--- src/rtl/mult_share_arbiter_if.sv ---
// mult_share_arbiter_if: requester/consumer bundle around the shared 4x4 multiplier arbiter
interface mult_share_arbiter_if #(
    parameter int N_REQ = 4,
    parameter int ID_W  = 2
);
    logic [N_REQ-1:0]   req_valid;
    logic [4*N_REQ-1:0] req_a;
    logic [4*N_REQ-1:0] req_b;
    logic [N_REQ-1:0]   req_ready;
    logic               rsp_valid;
    logic               rsp_ready;
    logic [7:0]         rsp_p;
    logic [ID_W-1:0]    rsp_id;
    logic               busy;

    modport master (
        output req_valid, req_a, req_b, rsp_ready,
        input  req_ready, rsp_valid, rsp_p, rsp_id, busy
    );

    modport slave (
        input  req_valid, req_a, req_b, rsp_ready,
        output req_ready, rsp_valid, rsp_p, rsp_id, busy
    );
endinterface

--- src/rtl/mult_share_arbiter.sv ---
// mult_share_arbiter: round-robin sharing of one 4x4 array multiplier; MULT_ARB_PIPE_EN adds a CALC stage with a product register
module mult_share_arbiter #(
    parameter int N_REQ = 4,
    parameter int ID_W  = 2
) (
    input logic               clk,
    input logic               rst,
    mult_share_arbiter_if.slave bus
);
`ifdef MULT_ARB_PIPE_EN
    typedef enum logic [1:0] {IDLE = 2'd0, CALC = 2'd1, RESP = 2'd2} state_t;
`else
    typedef enum logic [1:0] {IDLE = 2'd0, RESP = 2'd2} state_t;
`endif

    if (ID_W != $clog2(N_REQ) || N_REQ < 2 || N_REQ > 8) begin : g_bad_cfg
        $error("mult_share_arbiter: need 2 <= N_REQ <= 8 and ID_W == clog2(N_REQ)");
    end

    state_t          state_q, state_d;
    logic [ID_W-1:0] ptr_q, ptr_d;
    logic [ID_W-1:0] id_q, id_d;
    logic [3:0]      a_q, a_d, b_q, b_d;
    logic [ID_W-1:0] gnt_id;
    logic            gnt_any;
    logic            hs;
    logic [ID_W:0]   idx;
    logic [7:0]      core_p;

    // Rotating priority search: walk downward so the smallest offset from ptr wins
    always_comb begin
        gnt_any = 1'b0;
        gnt_id  = '0;
        idx     = '0;
        for (int i = N_REQ - 1; i >= 0; i--) begin
            idx = {1'b0, ptr_q} + (ID_W+1)'(i);
            if (idx >= (ID_W+1)'(N_REQ)) idx = idx - (ID_W+1)'(N_REQ);
            if (bus.req_valid[idx[ID_W-1:0]]) begin
                gnt_any = 1'b1;
                gnt_id  = idx[ID_W-1:0];
            end
        end
    end

    // Grant only in IDLE and never while reset is held, so the acceptance edge is exactly hs
    assign hs            = (state_q == IDLE) && gnt_any && !rst;
    assign bus.req_ready = hs ? ({{(N_REQ-1){1'b0}}, 1'b1} << gnt_id) : '0;

    // Shared array multiplier core: sum of shifted partial-product rows on the captured operands
    always_comb begin
        core_p = '0;
        for (int j = 0; j < 4; j++) core_p = core_p + (b_q[j] ? ({4'b0, a_q} << j) : 8'd0);
    end

    // Next-state: capture the granted slice on the request handshake, release on the response handshake
    always_comb begin
        state_d = state_q;
        ptr_d   = ptr_q;
        id_d    = id_q;
        a_d     = a_q;
        b_d     = b_q;
        case (state_q)
            IDLE: if (hs) begin
                a_d     = bus.req_a[{gnt_id, 2'b00} +: 4];
                b_d     = bus.req_b[{gnt_id, 2'b00} +: 4];
                id_d    = gnt_id;
                ptr_d   = (gnt_id == ID_W'(N_REQ - 1)) ? '0 : gnt_id + 1'b1;
`ifdef MULT_ARB_PIPE_EN
                state_d = CALC;
`else
                state_d = RESP;
`endif
            end
`ifdef MULT_ARB_PIPE_EN
            CALC: state_d = RESP;
`endif
            RESP: if (bus.rsp_ready) state_d = IDLE;
            default: state_d = IDLE;
        endcase
    end

    // State and operand registers; reset discards any operation in flight
    always_ff @(posedge clk) begin
        if (rst) begin
            state_q <= IDLE;
            ptr_q   <= '0;
            id_q    <= '0;
            a_q     <= '0;
            b_q     <= '0;
        end else begin
            state_q <= state_d;
            ptr_q   <= ptr_d;
            id_q    <= id_d;
            a_q     <= a_d;
            b_q     <= b_d;
        end
    end

`ifdef MULT_ARB_PIPE_EN
    logic [7:0] p_q, p_d;

    assign p_d = (state_q == CALC) ? core_p : p_q;

    // Product register breaks the path from the operand registers through the multiplier
    always_ff @(posedge clk) begin
        if (rst) p_q <= '0;
        else     p_q <= p_d;
    end

    assign bus.rsp_p = p_q;
`else
    assign bus.rsp_p = core_p;
`endif

    assign bus.rsp_valid = (state_q == RESP);
    assign bus.rsp_id    = id_q;
    assign bus.busy      = (state_q != IDLE);

    a_grant_onehot: assert property (@(posedge clk) $onehot0(bus.req_ready));
    a_rsp_hold: assert property (@(posedge clk) disable iff (rst)
        bus.rsp_valid && !bus.rsp_ready |=> bus.rsp_valid && $stable(bus.rsp_p) && $stable(bus.rsp_id));
endmodule

--- src/flat_wrapper.sv ---
// flat-port wrapper written by rule: the top's interface ports become plain ports
module mult_share_arbiter_flat 
#(
    parameter int N_REQ = 4,
    parameter int ID_W  = 2
)
  (clk, rst, bus_req_valid, bus_req_a, bus_req_b, bus_rsp_ready, bus_req_ready, bus_rsp_valid, bus_rsp_p, bus_rsp_id, bus_busy);
  mult_share_arbiter_if #(.N_REQ(N_REQ), .ID_W(ID_W)) bus_i ();
  input logic clk;
  input logic rst;
  input wire logic [$bits(bus_i.req_valid)-1:0] bus_req_valid;
  input wire logic [$bits(bus_i.req_a)-1:0] bus_req_a;
  input wire logic [$bits(bus_i.req_b)-1:0] bus_req_b;
  input wire logic [$bits(bus_i.rsp_ready)-1:0] bus_rsp_ready;
  output wire logic [$bits(bus_i.req_ready)-1:0] bus_req_ready;
  output wire logic [$bits(bus_i.rsp_valid)-1:0] bus_rsp_valid;
  output wire logic [$bits(bus_i.rsp_p)-1:0] bus_rsp_p;
  output wire logic [$bits(bus_i.rsp_id)-1:0] bus_rsp_id;
  output wire logic [$bits(bus_i.busy)-1:0] bus_busy;
  assign bus_i.req_valid = bus_req_valid;
  assign bus_i.req_a = bus_req_a;
  assign bus_i.req_b = bus_req_b;
  assign bus_i.rsp_ready = bus_rsp_ready;
  assign bus_req_ready = bus_i.req_ready;
  assign bus_rsp_valid = bus_i.rsp_valid;
  assign bus_rsp_p = bus_i.rsp_p;
  assign bus_rsp_id = bus_i.rsp_id;
  assign bus_busy = bus_i.busy;
  mult_share_arbiter #(.N_REQ(N_REQ), .ID_W(ID_W)) u_core (.clk(clk), .rst(rst), .bus(bus_i));
endmodule
--- config.mk ---
export PLATFORM = sky130hd
export DESIGN_NAME = mult_share_arbiter_flat
export DESIGN_NICKNAME = d
export VERILOG_FILES = /design/src/rtl/mult_share_arbiter_if.sv /design/src/rtl/mult_share_arbiter.sv /design/src/flat_wrapper.sv
export SDC_FILE = /design/constraint.sdc
export NUM_CORES = 1
export LEC_CHECK = 0
export CAP_MARGIN = 5
export CORE_UTILIZATION = 46
export CTS_CLUSTER_DIAMETER = 40
export DETAILED_ROUTE_END_ITERATION = 10
export HOLD_SLACK_MARGIN = 0.1
export MAX_ROUTING_LAYER = met4
export PLACE_DENSITY = 0.95
export SYNTH_ARGS = -nofsm -noshare
export SYNTH_HDL_FRONTEND = slang
export SYNTH_SLANG_ARGS = --single-unit
--- constraint.sdc ---
create_clock -name clk -period 8.3 [get_ports clk]
set_input_delay 2.075 -clock clk [delete_from_list [all_inputs] [get_ports clk]]
set_output_delay 2.075 -clock clk [all_outputs]
set_load 0.005 [all_outputs]
* Word level (Yosys, flattened, before mapping)
Cells that the tools add are included.
Cells by class: add/subtract/negate cells 11, $mul 0, divide/modulo/power cells 0, $lt $le $gt $ge 8, equal/unequal tests 4, shift-type cells 3, mux-type cells 29, bitwise operators 0, reduce and logical (&&, ||, !) cells 7
Operators with widths (count):
- variable part select 16 x 5 -> 4 bit | 2
- adder 8 bit | 3
- 2-to-1 mux 2 bit | 11
- less-than comparator 2 x 3 -> 1 bit (second input constant) | 4
- >= comparator 3 bit (second input constant) | 3
- binary-select mux 1 bit (select 2 bit) | 4
- 2-to-1 mux 1 bit | 8
- 2-to-1 mux 4 bit | 2
- subtractor 2 x 1 -> 2 bit (second input constant) | 4
- 2-to-1 mux 7 bit | 1
- adder 2 x 2 -> 3 bit (second input constant) | 2
- 2-to-1 mux 6 bit | 1
- 2-to-1 mux 5 bit | 1
- == test 2 bit (second input constant) | 2
- case mux 2 bit (2 select lines) | 1
- AND reduction 2 bit | 2
- << shifter 1 x 2 -> 4 bit (first input constant) | 1
- adder 2 x 1 -> 3 bit (second input constant) | 1
- >= comparator 2 x 3 -> 1 bit (second input constant) | 1
- adder 2 x 1 -> 2 bit (second input constant) | 1
- logical AND 1 bit | 2
- logical NOT 2 bit | 1
- != test 2 x 1 -> 1 bit (second input constant) | 1
- != test 2 bit (second input constant) | 1
- 2 further kinds | 2
Word-level totals: bits in registers 14, bits in latches 0, memory bits (writable) 0, bits in read-only memories 0, bits of input ports 39, output and inout port bits 16, logic and storage cells 67, memories kept 0

* Logic depth before layout (Yosys ltp)
Gate-level depths: netlist of the first run.
word-level depth 13, depth in mapped cells 9, depth with buffers taken out 9

* Worst setup path after synthesis of the first run
OpenSTA, ideal clock, no wires.
path type in2out, start in bus_req_valid[0], end out bus_req_ready[3], arrival 3083 ps, required time 6225 ps, setup slack 3142 ps, stages on the path 7, buffers on the path 1, cell sequence a21oi_1 > o21a_1 > o22ai_1 > buf_4 > inv_1 > ha_1 > and2_1
On the way: elaborated cells between the ends (all ways) 20, classes of those cells 1 x shift; 17 x mux; 2 x reduce/logical
RTL lines:
- from (decl) | RTL line flat_wrapper.sv:11 | input wire logic [$bits(bus_i.req_valid)-1:0] bus_req_valid;
- binary-select mux 1 bit (select 2 bit) | RTL line mult_share_arbiter.sv:38 | if (bus.req_valid[idx[ID_W-1:0]]) begin
- 2-to-1 mux 1 bit (not written as such) | RTL line mult_share_arbiter.sv:38
- 2-to-1 mux 2 bit (3 in series) | RTL line mult_share_arbiter.sv:38
- 2-to-1 mux 2 bit (*) | RTL line mult_share_arbiter.sv:38
- net u_core.gnt_id[1] | RTL line mult_share_arbiter.sv:24 | logic [ID_W-1:0] gnt_id;
- << shifter 1 x 2 -> 4 bit (*) | RTL line mult_share_arbiter.sv:47 | assign bus.req_ready = hs ? ({{(N_REQ-1){1'b0}}, 1'b1} << gnt_id) : '0;
- 2-to-1 mux 4 bit (*) | RTL line mult_share_arbiter.sv:47
- to (decl) | RTL line flat_wrapper.sv:15 | output wire logic [$bits(bus_i.req_ready)-1:0] bus_req_ready;
Mark *: on every way through the listed nets, which the timed path passes. The rest lies on a longest branch. The select of a mux whose other input is x is not followed.

* Worst setup path after layout of the first run
Same ends and word-level chain as after synthesis.

==> impl_metrics.tcl, run 1 <==
set metrics [dict create \
    hold_slack_ns 0.4651 \
    routed_via_density 5.552 \
    yosys_warnings 0 \
    wl_per_cell_um 14.63 \
    coreArea_sq_um 2567 \
    fill_cells 214 \
    vias 1227 \
    hold_viol 0 \
    power_density_nw_per_um2 124.6 \
    placementRows 18 \
    synth.avg_cell_area_sq_um 9.295 \
    syn-num-nets 198 \
    start_util_pct 50.68 \
    maxSlewViolCount 0 \
    startpoint_type "input port" \
    end_kind "primary output" \
    drc 0 \
    synth_top_cell_by_area "dfxtp_1" \
    htreeDepth 1 \
    ant_nets 0 \
    drt-initial-drc-count 20 \
    port_buffers 54 \
    routabilityCongestion 0.8450 \
    peakVddDrop_uv 95.74 \
    ys_top_cells_by_area "dfxtp_1 (20%), ha_1 (13%), fa_1 (7.7%), mux2i_1 (7.7%), o211ai_2 (6.7%)" \
    clk_pin_slew_ns 0.07 \
    die_w_um 55.19 \
    syn_inst 140 \
    seq_area_frac_synth_pct 20.00 \
    post_cts_buffers 0 \
    clock_skew_ns 0.002141 \
    synth_cell_types 33 \
    p_leak_uw 0.0008555 \
    cts.repair.resized 0 \
    hold_buffers 0 \
    drv_cap 0 \
    min_period_ns 6.769 \
    critical_path_class "input port to primary output" \
    r2r_cells 8 \
    arrival_ns 4.69 \
    synthToLayoutAreaGrowth_pct 43.08 \
    slew_headroom_pct 30.75 \
    hpwl_um 2711 \
    hold_class "flop to flop" \
    setup_tns_ns 0 \
    finalCritPeriodShare_pct 81.56 \
    ys_ff_latch 13 \
    track_usage_pct 24.40 \
    clockRootBuffer "clkbuf_4" \
    clockBufferDepth 2 \
    gr-total-overflow 0 \
    setup-violations-final 0 \
    drive_above_1_share_pct 9.948 \
    crit_path_max_fanout 13 \
    synth_top_area_share_pct 20.00 \
    grt_pass1_vias 1160 \
    diodes 0 \
    die_height_um 55.19 \
    max_slew.worst_pin.slew_ns 1.039 \
    cts_buffers 3 \
    boundaryPins 55 \
    rsz0062_at_grt "false" \
    grt_pass1_wl_um 5023 \
    routed_wl_um 3233 \
    hold_depth 2 \
    nets 250 \
    clk_latency_ns 0.27 \
    synthesis.area_sq_um 1301 \
    antenna_found_initial 0 \
    status "completed" \
    grt_max_degree 20 \
    clock.fmax_ghz 0.1477 \
    cts.sinks 13 \
    detail_route.first_pass.iterations 7 \
    cts_tree "yes" \
    crit_required_ns 6.23 \
    die_area_sq_um 3045 \
]
==> final timing paths <==
check                                     from                           endpoint  slack, ns
max                           bus_req_valid[0]                   bus_req_ready[3]       1.53
min          u_core.bus.rsp_id[1]$_SDFFE_PP0P_  u_core.bus.rsp_id[1]$_SDFFE_PP0P_       0.47
max reg2reg       u_core.ptr_q[1]$_SDFFE_PP0P_       u_core.ptr_q[0]$_SDFFE_PP0P_       5.95
min reg2reg  u_core.bus.rsp_id[1]$_SDFFE_PP0P_  u_core.bus.rsp_id[1]$_SDFFE_PP0P_       0.47
==> where the power goes <==
part	total, uW	internal (uW)	leakage [uW]	switching, uW
Combinational	109	62.5	0.000733	46.8
Sequential	84.2	72.2	0.000108	12.1
Clock	38.5	18.6	0.0000150	19.8
Total	232	153	0.000856	78.7
==> placed cells by master, fill, tap and decap left out, types with 2 or more instances in the layout <==
cell,instances
mux2i_1,10
clkbuf_4,3
and2_1,10
xnor2_1,2
a21o_1,2
nand2_1,16
nand3_1,7
mux2_2,7
fa_1,5
inv_1,9
nand3b_1,10
clkdlybuf4s50_1,54
o211ai_2,7
dfxtp_1,13
ha_1,14
nor2_1,2
a21oi_1,5
==> final cells by class <==
type	instances	area (sq um)	area share (%)
Clock buffer	4	26.28	1.411
Inverter	9	33.78	1.815
Multi-Input combinational cell	111	963.4	51.75
Sequential cell	13	260.3	13.98
Tap cell	30	37.54	2.016
Timing Repair Buffer	54	540.5	29.03
==> cell families (layout without fill, tap and decap cells) <==
family | after synthesis | count (layout) | share of synthesized area (%)
buffers and inverters | 16 | 67 | 5.961
adder cells (fa/ha/maj) | 19 | 19 | 21.15
XOR/XNOR | 3 | 3 | 2.020
multiplexers | 17 | 17 | 13.75
AND/OR/NAND/NOR | 51 | 51 | 21.83
flip-flops | 13 | 13 | 20.00
AO/OA/AOI/OAI | 21 | 21 | 15.29
==> per-stage QoR <==
step | std cells | util [%] | total power (uW) | setup slack (ns) | instance area, sq um
floorplan | 140 | - | 147.6 | 3.142 | 1301
global placement | 217 | 71.49 | 188.6 | 1.736 | 1836
detailed placement | 217 | 71.49 | 194.7 | 1.558 | 1836
CTS | 221 | 72.51 | 232.9 | 1.573 | 1862
global route | 221 | 72.51 | 249.4 | 1.353 | 1862
finish | 221 | 72.51 | 232.0 | 1.531 | 1862
==> metal layers <==
layer	vias up	global-route usage, %	wire length [um]	part of all wire [%]
met2	56	47.39	1812	56
met4	0	7.500	72	2.2
met3	8	4.098	197	6.1
li1	595	-	-	-
met5	-	-	0	0
met1	568	24.46	1151	36
==> critical path, cell delays in order <==
cell             delay (ns)
clkdlybuf4s50_1        0.54
a21oi_1                0.10
o21a_1                 0.17
o22ai_1                0.78
inv_1                  0.19
ha_1                   0.27
and2_1                 0.14
clkdlybuf4s50_1        0.44
==> registers in the layout (all words and copies together), names as in the netlist <==
| register | cells |
|---|---|
| u_core.a_q | 4 |
| u_core.b_q | 4 |
| u_core.bus.rsp_id | 2 |
| u_core.ptr_q | 2 |
| u_core.state_q | 1 |
==> synth_stat cells <==
library cell,count
a211oi_1,1
a21boi_0,1
a21o_1,2
a21oi_1,5
a22oi_1,1
and2_1,10
buf_2,2
buf_4,2
buf_6,1
clkbuf_1,2
dfxtp_1,13
fa_1,5
ha_1,14
inv_1,9
mux2_2,7
mux2i_1,10
nand2_1,16
nand2b_1,1
nand3_1,7
nand3b_1,10
nor2_1,2
nor2b_1,1
nor3_2,1
nor4_1,1
o211ai_2,7
o21a_1,1
o221ai_1,1
o221ai_4,1
o22ai_1,1
or3_1,1
or3b_1,1
xnor2_1,2
xor2_1,1
(Power assumes the default switching activity.)
==> inputs of run 2 (changes only) <==
CORE_UTILIZATION = 39   (was 46)
PLACE_DENSITY = 0.86   (was 0.95)
clock period = 5.6 ns   (was 8.3 ns; I/O delays follow)
==> impl_metrics.tcl, run 2 (same netlist as run 1, synthesis figures left out) <==
set metrics [dict create \
    crit_path_frequent_cell "clkdlybuf4s50_1" \
    vias 1249 \
    setup-violations-final 0 \
    clock_skew_ns 0.003143 \
    cts_buffers 3 \
    worstPathCellList "clkdlybuf4s50_1, a21boi_0, o221ai_4, inv_1, ha_1, and2_1, clkdlybuf4s50_1" \
    arrival_ns 3.75 \
    swShare_pct 33.89 \
    max_slew.worst_pin.slew_ns 0.7009 \
    utilization_pct 61.05 \
    drt-initial-drc-count 18 \
    grt_pass1_wl_um 5119 \
    top_layer "met4" \
    die_w_um 59.76 \
    p_int_uw 228.9 \
    cts.sinks 13 \
    track_usage_pct 19.63 \
    ant_nets 0 \
    die_area_sq_um 3571 \
    drv_cap 0 \
    combPwrFrac_pct 46.7 \
    power_density_nw_per_um2 182.8 \
    placementRows 20 \
    drive_above_1_share_pct 10.88 \
    hpwl_um 2492 \
    rsz0062_at_grt "false" \
    setup_tns_ns 0 \
    wl_per_cell_um 12.97 \
    status "completed" \
    cpPeakStageDelay_ns 0.60 \
    min_period_ns 5.151 \
    peakVddDrop_uv 146.2 \
    coreArea_sq_um 3103 \
    cts.repair.resized 0 \
    hold_class "flop to flop" \
    hold_viol 0 \
    clock.fmax_ghz 0.1942 \
    final_common_cell "clkdlybuf4s50_1" \
    slowest_stage "o221ai_4" \
    crit_path_max_fanout 19 \
    placed_cell_area_sq_um 1868 \
    hold_buffers 0 \
    maxSlewViolCount 0 \
    critical_path_class "input port to primary output" \
    synthToLayoutAreaGrowth_pct 45.58 \
    p_leak_uw 0.0008652 \
    clockRootBuffer "clkbuf_4" \
    cts_tree "yes" \
    pre_cts_ws_ns 0.4421 \
    reg_top3 "u_core.a_q x4, u_core.b_q x4" \
    drt-met1-wl_um 1253 \
    nets 252 \
    final_area_sq_um 1894 \
    route.met3.wl_um 206 \
    placed_cells 233 \
    end_kind "primary output" \
    layout.cells.non_filler 237 \
    drc 0 \
    startpoint_type "input port" \
    port_buffers 54 \
    fin_ws_ns 0.4494 \
    start_util_pct 41.94 \
    grt_pass1_vias 1234 \
    antenna_found_initial 0 \
    gr-total-overflow 0 \
    htreeDepth 1 \
    final_cell_mix "clkdlybuf4s50_1 (54), nand2_1 (16), ha_1 (14)" \
    diodes 0 \
    clockBufferDepth 2 \
    die_height_um 59.76 \
    grt_max_degree 20 \
    routed_via_density 5.270 \
    crit_required_ns 4.20 \
    p_seq_share_pct 36.2 \
    clk_latency_ns 0.28 \
    clk_pin_slew_ns 0.08 \
    finalCritPeriodShare_pct 91.97 \
    p_clk_share_pct 17.1 \
    dr_wl_met2_um 1556 \
    detail_route.first_pass.iterations 4 \
    routed_wl_um 3073 \
    routabilityCongestion 0.7711 \
    slew_headroom_pct 53.27 \
    net-switching-power_uw 117.3 \
    boundaryPins 55 \
    post_cts_buffers 0 \
]
-- run 2: changes by cell type in the layout (fill, tap and decap cells not counted), sizes merged --
cell and change:
buf +2
-- run 2: path summary, 6_finish.rpt --
check	cells past startpoint	endpoint	startpoint	slack, ns
worst max register to register	7	u_core.ptr_q[0]$_SDFFE_PP0P_	u_core.ptr_q[1]$_SDFFE_PP0P_	3.54
worst min-delay path	2	u_core.bus.rsp_id[1]$_SDFFE_PP0P_	u_core.bus.rsp_id[1]$_SDFFE_PP0P_	0.48
worst min register to register	2	u_core.bus.rsp_id[1]$_SDFFE_PP0P_	u_core.bus.rsp_id[1]$_SDFFE_PP0P_	0.48
worst max-delay path	7	bus_req_ready[3]	bus_req_valid[0]	0.45
-- run 2: power groups by stage --
stage	combinational [uW]	clock (uW)	sequential (uW)
4_1_cts	164	60.6	125
3_5_place_dp	163	0	127
6_report	162	59.1	125
3_3_place_gp	157	0	126
5_1_grt	178	65.2	128
2_1_floorplan	97.3	0	121
-- run 2: metal layers --
metal / GRT usage, % / vias up
met5: - / -
met4: 5.648 / 0
met3: 5.411 / 8
met2: 35.87 / 44
met1: 20.34 / 595
li1: - / 602
-- run 2: final cells by class --
class | instances | area (sq um)
fill | 285 | 1209
multi-input combinational | 111 | 963.4
timing repair buffer | 56 | 555.5
sequential | 13 | 260.3
tap | 44 | 55.05
inverter | 9 | 33.78
clock buffer | 4 | 26.28
-- run 2: worst max-delay path, delay by kind of cell --
| family | cells | cell delay [ns] |
|---|---|---|
| buffers and inverters | 3 | 1.16 |
| AO/OA/AOI/OAI | 2 | 0.77 |
| AND/OR/NAND/NOR | 1 | 0.15 |
| adder cells (fa/ha/maj) | 1 | 0.26 |
-- run 2: stage by stage --
stage                     hold slack (ns)  power [uW]
after floorplan                    0.4527       218.8
after global placement             0.4523       283.3
after detailed placement           0.4658       289.9
after CTS                          0.4904       349.5
after global routing               0.5105       371.4
final                              0.4808       346.2
==> inputs of run 3 (changes only) <==
CORE_UTILIZATION = 43   (was 39)
PLACE_DENSITY = 0.9   (was 0.86)
clock period = 4.9 ns   (was 5.6 ns; I/O delays follow)
==> impl_metrics.tcl, run 3 (same netlist as run 1, synthesis figures left out) <==
set metrics [dict create \
    max_slew.worst_pin.slew_ns 0.8732 \
    grt_max_degree 16 \
    clock.fmax_ghz 0.2130 \
    clockRootBuffer "clkbuf_4" \
    die_w_um 57.01 \
    detail_route.first_pass.iterations 7 \
    drive_above_1_share_pct 13.40 \
    nets 253 \
    power_density_nw_per_um2 212.5 \
    placed_cells 221 \
    diodes 0 \
    port_buffers 54 \
    clk_pin_slew_ns 0.08 \
    htreeDepth 1 \
    ant_nets 0 \
    cts_buffers 3 \
    hpwl_um 2667 \
    cpPeakStageDelay_ns 0.55 \
    vias 1231 \
    synthToLayoutAreaGrowth_pct 45.29 \
    final_cell_mix "clkdlybuf4s50_1 (54), nand2_1 (16), ha_1 (14)" \
    routabilityCongestion 0.8589 \
    rsz0062_at_grt "false" \
    grt_pass1_vias 1252 \
    hold_viol 0 \
    final_area_sq_um 1891 \
    maxSlewViolCount 0 \
    hold_class "flop to flop" \
    setup_tns_ns 0 \
    critical_path_class "flop to primary output" \
    antenna_found_initial 0 \
    setup-violations-final 0 \
    crit_path_frequent_cell "fa_1" \
    crit_required_ns 3.67 \
    clk_latency_ns 0.28 \
    startpoint_type "flop" \
    start_util_pct 46.39 \
    gr-total-overflow 0 \
    min_period_ns 4.696 \
    clockBufferDepth 2 \
    grt_pass1_wl_um 5651 \
    cts_tree "yes" \
    boundaryPins 55 \
    p_leak_uw 0.0008707 \
    reg_top3 "u_core.a_q x4, u_core.b_q x4" \
    slew_headroom_pct 41.47 \
    clock_skew_ns 0.002072 \
    final_common_cell "clkdlybuf4s50_1" \
    worstPathCellList "nand2_1, fa_1, fa_1, inv_1, ha_1, fa_1, a21o_1, a21oi_1, xnor2_1, clkdlybuf4s50_1" \
    crit_path_max_fanout 5 \
    failed_checks "DRC" \
    drc 6 \
    status "finished with violations" \
    wl_per_cell_um 14.67 \
    peakVddDrop_uv 187.9 \
    layout.cells.non_filler 225 \
    placementRows 19 \
    cts.sinks 13 \
    coreArea_sq_um 2805 \
    drt-initial-drc-count 62 \
    routed_wl_um 3300 \
    track_usage_pct 22.56 \
    slowest_stage "fa_1" \
    die_height_um 57.01 \
    end_kind "primary output" \
    arrival_ns 3.47 \
    placed_cell_area_sq_um 1859 \
    die_area_sq_um 3250 \
    drv_cap 0 \
    routed_via_density 5.471 \
    finalCritPeriodShare_pct 95.83 \
]
run 3: stage by stage:
stage                     setup slack (ns)  util, %  hold slack [ns]  power [uW]
after floorplan                      1.098        -           0.4527       250.0
after global placement              0.4207    66.28           0.4499       325.8
after detailed placement            0.2719    66.28           0.4643       335.0
after CTS                           0.1200    67.22           0.4795       403.4
after global routing               0.03411    67.40           0.5014       432.3
final                               0.2042    67.40           0.4758       401.8
run 3: area by class of cell:
class | instances | area [sq um]
clock buffers | 4 | 26.28
fillers | 248 | 914.6
inverters | 9 | 33.78
multi-input cells | 111 | 963.4
flip-flops and latches | 13 | 265.3
well taps | 31 | 38.79
repair buffers | 57 | 563.0
run 3: timing repair:
item | in CTS | in global routing
buffers inserted | 0 | 0
setup endpoints to repair | 0 | 1
gates resized for setup | 0 | 4
hold buffers | 0 | 0
run 3: power breakdown:
part | switching, uW | total [uW] | internal (uW)
Clock | 35.7 | 67.3 | 31.7
Combinational | 79.7 | 189 | 109
Sequential | 21.9 | 146 | 124
run 3: path summary, 6_finish.rpt:
path | slack [ns] | from | endpoint | cells after the start
max reg2reg | 2.87 | u_core.ptr_q[1]$_SDFFE_PP0P_ | u_core.b_q[3]$_SDFFE_PP0P_ | 6
min | 0.48 | u_core.bus.rsp_id[1]$_SDFFE_PP0P_ | u_core.bus.rsp_id[1]$_SDFFE_PP0P_ | 2
max | 0.20 | u_core.b_q[3]$_SDFFE_PP0P_ | bus_rsp_p[7] | 10
min reg2reg | 0.48 | u_core.bus.rsp_id[1]$_SDFFE_PP0P_ | u_core.bus.rsp_id[1]$_SDFFE_PP0P_ | 2
run 3: worst max-delay path: cells and delay by family, from the launching register on:
kind | cells | cell delay (ns)
buffers and inverters | 2 | 0.55
AOI/OAI and AO/OA | 2 | 0.36
DFF | 1 | 0.38
adders and majority gates | 4 | 1.67
and+or+nand+nor | 1 | 0.09
xor gates and xnor gates | 1 | 0.13
run 3: metal layers:
metal	wire (um)	up-vias	GRT usage, %
met5	0	-	-
met4	53	0	5.575
met3	258	7	4.762
met2	1635	63	38.32
met1	1352	561	27.31
li1	-	600	-
